==> src/rtl/br_hazard_unit.sv <==
// br_hazard_unit: decode-stage branch operand forwarding select, load-use stall and stall counter
module br_hazard_unit #(
   parameter int CNT_W = 16
) (
   input  logic             clk_i,
   input  logic             rst_ni,
   input  logic             hold_i,
   input  logic             flush_i,
   input  logic             ID_valid_i,
   input  logic             ID_is_br_i,
   input  logic             ID_use_rs2_i,
   input  logic [4:0]       ID_rs1_addr_i,
   input  logic [4:0]       ID_rs2_addr_i,
   input  logic [4:0]       ID_rd_addr_i,
   input  logic             ID_rd_wren_i,
   input  logic             ID_is_load_i,
   output logic [1:0]       rs1_sel_o,
   output logic [1:0]       rs2_sel_o,
   output logic             stall_o,
   output logic [CNT_W-1:0] stall_cnt_o
);
   logic       ex_valid, ex_wren, ex_load, mem_valid, mem_wren, mem_load;
   logic [4:0] ex_rd, mem_rd;
   logic       act1, act2, exm1, exm2, memm1, memm2, haz1, haz2, adv;
   logic [1:0] sel1, sel2;

   // producer matching and select resolution; EX (youngest) wins over MEM, x0 never matches
   always_comb begin
      act1      = ID_valid_i & ID_is_br_i;
      act2      = act1 & ID_use_rs2_i;
      exm1      = ex_valid & ex_wren & (ex_rd == ID_rs1_addr_i) & (ID_rs1_addr_i != 5'd0);
      exm2      = ex_valid & ex_wren & (ex_rd == ID_rs2_addr_i) & (ID_rs2_addr_i != 5'd0);
      memm1     = mem_valid & mem_wren & (mem_rd == ID_rs1_addr_i) & (ID_rs1_addr_i != 5'd0);
      memm2     = mem_valid & mem_wren & (mem_rd == ID_rs2_addr_i) & (ID_rs2_addr_i != 5'd0);
      haz1      = act1 & exm1 & ex_load;
      haz2      = act2 & exm2 & ex_load;
      sel1      = !act1 ? 2'b00 : exm1 ? (ex_load ? 2'b00 : 2'b01) : memm1 ? (mem_load ? 2'b11 : 2'b10) : 2'b00;
      sel2      = !act2 ? 2'b00 : exm2 ? (ex_load ? 2'b00 : 2'b01) : memm2 ? (mem_load ? 2'b11 : 2'b10) : 2'b00;
      stall_o   = (haz1 | haz2) & ~flush_i;
      rs1_sel_o = stall_o ? 2'b00 : sel1;
      rs2_sel_o = stall_o ? 2'b00 : sel2;
      adv       = ID_valid_i & ~stall_o & ~flush_i;
   end

   // shadow pipeline: MEM takes EX, EX takes ID or a bubble; frozen while hold_i
   always_ff @(posedge clk_i or negedge rst_ni) begin
      if (!rst_ni) begin
         ex_valid  <= 1'b0;
         ex_wren   <= 1'b0;
         ex_load   <= 1'b0;
         ex_rd     <= 5'd0;
         mem_valid <= 1'b0;
         mem_wren  <= 1'b0;
         mem_load  <= 1'b0;
         mem_rd    <= 5'd0;
      end else if (!hold_i) begin
         mem_valid <= ex_valid;
         mem_wren  <= ex_wren;
         mem_load  <= ex_load;
         mem_rd    <= ex_rd;
         ex_valid  <= adv;
         ex_wren   <= adv & ID_rd_wren_i;
         ex_load   <= adv & ID_is_load_i;
         ex_rd     <= adv ? ID_rd_addr_i : 5'd0;
      end
   end

   // saturating stall-cycle counter, advances only on non-held stall cycles
   always_ff @(posedge clk_i or negedge rst_ni) begin
      if (!rst_ni) stall_cnt_o <= '0;
      else if (!hold_i && stall_o && stall_cnt_o != '1) stall_cnt_o <= stall_cnt_o + 1'b1;
   end
endmodule

==> config.mk <==
export PLATFORM = sky130hd
export DESIGN_NAME = br_hazard_unit
export DESIGN_NICKNAME = d
export VERILOG_FILES = /design/src/rtl/br_hazard_unit.sv
export SDC_FILE = /design/constraint.sdc
export NUM_CORES = 1
export LEC_CHECK = 0
export CORE_MARGIN = 3
export CORE_UTILIZATION = 45
export CTS_CLUSTER_DIAMETER = 40
export CTS_CLUSTER_SIZE = 28
export DETAILED_ROUTE_END_ITERATION = 7
export PLACE_DENSITY = 0.74
export SLEW_MARGIN = 20
export SYNTH_ARGS = -nofsm -noshare
export SYNTH_HDL_FRONTEND = slang
export SYNTH_SLANG_ARGS = --single-unit
==> constraint.sdc <==
create_clock -name clk_i -period 4.2 [get_ports clk_i]
set_clock_uncertainty 0.15 [all_clocks]
set_input_delay 1.26 -clock clk_i [delete_from_list [all_inputs] [get_ports clk_i]]
set_output_delay 1.26 -clock clk_i [all_outputs]
set_load 0.02 [all_outputs]
* Word level (Yosys, flattened, before mapping)
Index checks and enable logic that the tools add are counted.
Operators by class: bitwise logic cells 24, mux-type cells 11, add/sub/neg operators 1, reduce and logical (&&, ||, !) cells 5, eq/ne operators 5
Operators with widths (count):
- 1-bit AND | 21
- 5-bit == test | 4
- 16-bit by 1-bit adder with 16-bit output (second input constant) | 1
- 2-bit two-way mux | 8
- 16-bit != test (second input constant) | 1
- 5-bit nonzero test | 2
- 5-bit two-way mux | 1
- 1-bit logical AND | 2
- 1-bit two-way mux | 2
- 1-bit NOT | 2
- 1-bit zero test | 1
- 1-bit bitwise OR | 1
Word-level totals: flip-flop bits (word level) 32, input bits 24, logic and storage cells 55, output and inout bits 21

* Logic depth before layout (Yosys ltp)
word-level depth 11, mapped depth 7, mapped depth without buffers 7

* Worst setup path after synthesis
OpenSTA, ideal clock, no wires.
path type in2out, start in ID_rs2_addr_i[1], end out rs1_sel_o[1], cell stages on the path 7, required time 2790 ps, slack -156 ps, arrival time 2946 ps, buffers on the path 1, cell sequence or4_4 nor2_4 nor3_2 a21oi_4 buf_6 nor2_1 nor3b_1
Between the ends: word-level cells in the longest chain between the ends 8, elaborated cells on any way between the ends 9, those cells by class eq/ne (1); mux (1); bitwise (6); reduce/logical (1)
Ends and longest elaborated chain:
- from (decl) | line 13 | input logic [4:0] ID_rs2_addr_i,
- 5-bit == test | line 32 | exm2 = ex_valid & ex_wren & (ex_rd == ID_rs2_addr_i) & (ID_rs2_addr_i != 5'd0);
- 1-bit AND | line 32
- 1-bit AND * | line 32
- 1-bit AND * (2 in a row) | line 36 | haz2 = act2 & exm2 & ex_load;
- 1-bit bitwise OR * | line 39 | stall_o = (haz1 | haz2) & ~flush_i;
- 1-bit AND * | line 39
- 2-bit two-way mux * | line 40 | rs1_sel_o = stall_o ? 2'b00 : sel1;
- to (decl) | line 17 | output logic [1:0] rs1_sel_o,
Every way passes the cells marked *; elsewhere a longest branch is shown, timed or not.

* Final worst setup path
start in ID_rs1_addr_i[4], end out rs1_sel_o[1]
Between the ends: word-level cells in the longest chain between the ends 8, elaborated cells on any way between the ends 15, those cells by class eq/ne (2); mux (4); bitwise (8); reduce/logical (1)
Ends and longest elaborated chain:
- from (decl) | line 12 | input logic [4:0] ID_rs1_addr_i,
- 5-bit == test | line 31 | exm1 = ex_valid & ex_wren & (ex_rd == ID_rs1_addr_i) & (ID_rs1_addr_i != 5'd0);
- 1-bit AND (2 in a row) | line 31
- 1-bit AND (2 in a row) | line 35 | haz1 = act1 & exm1 & ex_load;
- 1-bit bitwise OR | line 39
- 1-bit AND | line 39
- 2-bit two-way mux * | line 40
Marked as above.

==> results.cfg <==
[status]
status = finished, violations left
violations = negative setup slack

[global_routing]
grt_pass1_vias = 1598
antenna_found_initial = 0
grt_overflow = 0
grt_pass1_wl_mm = 7.71
grt_start_max_net_pins = 33
grtUsageTotal = 0.199

[setup_path]
crit_arrival_ps = 2890
startpoint = ID_rs1_addr_i[4]
max_stage_delay_ps = 540
end_kind = output pin
critical_path.most_common_cell = buf_4
crit_type = in2out
path_cells = buf_6 -> or4_4 -> nor2_4 -> nor3_4 -> nor4_4 -> buf_4 -> nor3b_2 -> buf_4
crit_fanout = 2
required_ps = 2790
start_kind = input pin
r2r_start = ex_rd[2]
critical-path-slowest-cell = or4_4

[synth]
ys_ff_latch = 32
seq_area_frac_synth = 0.448
ys_top_cells_by_area = dfrtp_1, xnor2_1, xor2_1
ys_warn_count = 0
syn-num-nets = 191
syn-instance-count = 166
yosys.area.top_type = dfrtp_1
synthDistinctLibCells = 33
synth.avg_cell_area_um2 = 10.8
synth_top_area_frac = 0.448
syn_area_um2 = 1790

[cells_and_area]
synthToLayoutAreaGrowth_pct = 48.5
final_nets = 266
fin_area_um2 = 2660
diodes = 0
final_common_cell = dfrtp_1
fin_util = 0.710
most-common-layout-cells = dfrtp_1, buf_4, clkdlybuf4s50_1
drive_above_1_share = 0.331

[timing]
timing.final.hold_violations = 0
rsz0062_at_grt = true
maxSlewHeadroom = 0.660
maxSlewViolCount = 0
min_period_ps = 4300
worst_pin_slew_ps = 505
fmax_ghz = 0.233
fin_ws_ps = -97.4
setup_viol = 2
tns_ps = -175
final.period_utilization = 1.02

[die]
coreArea_um2 = 3740
die_h_um = 69.1
die_x_um = 69.1
die_area_um2 = 4770
ios = 45
rows = 22
initial_utilization = 0.478

[run]
drv_cap = 0

[detailed_routing]
drt_first_pass_iters = 4
wl_mm = 4.78
viasPerCell = 5.65
wire_per_inst_um = 16.5
drtIter0Drc = 69
vias = 1638
post-route-drc-count = 0
drtAntennaViolNets = 0

[power_and_ir_drop]
power_density_nw_per_um2 = 253
ir_worst_vdd_uv = 278
p_leak_uw = 0.00115
p_total_uw = 672

[clocking]
numCtsBuffers = 5
htreeDepth = 2
root_buffer = clkbuf_8
clkLatencyLatePin_ps = 290
cts_tree = done
cts.sinks = 32
cts_hold_buf = 0
path_clk_slew_ps = 70
clock_path_buffers = 2

[placement]
io_buffers = 44
globalplace.congestion = 0.877
placed_area_um2 = 2450
dp_hpwl_mm = 3.29

[min_path]
hold_path.class = reg2reg
min_from = stall_cnt_o[13]
==> Yosys cell counts, drive strengths merged <==
cell	instances
nor2b	3
xor2	13
or4	2
nor4	8
and3	3
buf	2
nor3	11
inv	1
nand3	14
nor2	10
nand4b	1
dfrtp	32
o211a	1
xnor2	22
a22o	7
nand4	8
nand2	5
nor3b	1
mux2	9
a311oi	1
nor4b	1
ha	1
clkbuf	3
nand2b	1
o21ai	1
a311o	1
a21oi	3
a21o	1
==> layout make-up <==
class / count / area, µm²
Clock buffer: 5 / 68.8
Clock inverter: 3 / 23.8
Fill cell: 284 / 1090
Inverter: 1 / 3.75
Multi-Input combinational cell: 128 / 1050
Sequential cell: 32 / 801
Tap cell: 48 / 60.1
Timing Repair Buffer: 73 / 649
==> cell families (layout without fill, tap and decap cells) <==
kind of cell    count (synthesis)  after routing  share of synthesized area
simple gates                   68             68                      0.216
xor+xnor                       35             35                      0.171
fa+ha+maj                       1              1                    0.00699
compound gates                 15             15                     0.0804
mux                             9              9                     0.0566
buf+inv                         6             82                     0.0210
flops                          32             32                      0.448
==> power breakdown <==
group | switching, µW | leakage, µW | internal (µW)
combinational | 42.6 | 0.000676 | 56.7
sequential | 14.6 | 0.000433 | 319
clock | 122 | 0.0000404 | 117
==> worst max-delay path: cells and delay by family <==
family | cells | cell delay (ps)
and+or+nand+nor | 5 | 1210
buffers and inverters | 3 | 410
==> registers in the layout, indices dropped and copies added, names as in the netlist <==
name / count
mem_rd: 5
stall_cnt_o: 16
mem_valid: 1
ex_rd: 5
ex_valid: 1
ex_wren: 1
mem_load: 1
mem_wren: 1
ex_load: 1
==> metrics by stage <==
step	hold WS [ps]	setup slack (ps)	std cells
5_1_grt	369	-190	290
6_report	361	-97.4	290
3_3_place_gp	333	-846	277
4_1_cts	360	-84.3	289
3_5_place_dp	339	-990	277
2_1_floorplan	341	23.5	166
==> path summary, 6_finish.rpt <==
path	end	slack (ps)	depth (start not counted)
setup / recovery	rs1_sel_o[1]	-100	8
hold / removal	stall_cnt_o[13]	360	1
setup reg to reg	stall_cnt_o[1]	1620	8
hold reg to reg	stall_cnt_o[13]	360	1
max in group asynchronous	stall_cnt_o[10]	2380	2
min in group asynchronous	stall_cnt_o[11]	1210	2
==> what timing repair did <==
action	4_1_cts	5_1_grt
setup endpoints to repair	5	5
setup buffers	5	1
gates cloned	0	0
pin swaps	15	12
resized for setup	77	9
==> layer usage <==
layer	wire, µm	share of wire	global-route usage	vias to the layer above
met3	260	0.054	0.0554	10
met1	2110	0.44	0.268	805
met2	2330	0.49	0.302	59
met4	67	0.014	0.0824	0
met5	0	0	0	-
li1	-	-	-	764
Power figures use the tool's default switching activity.
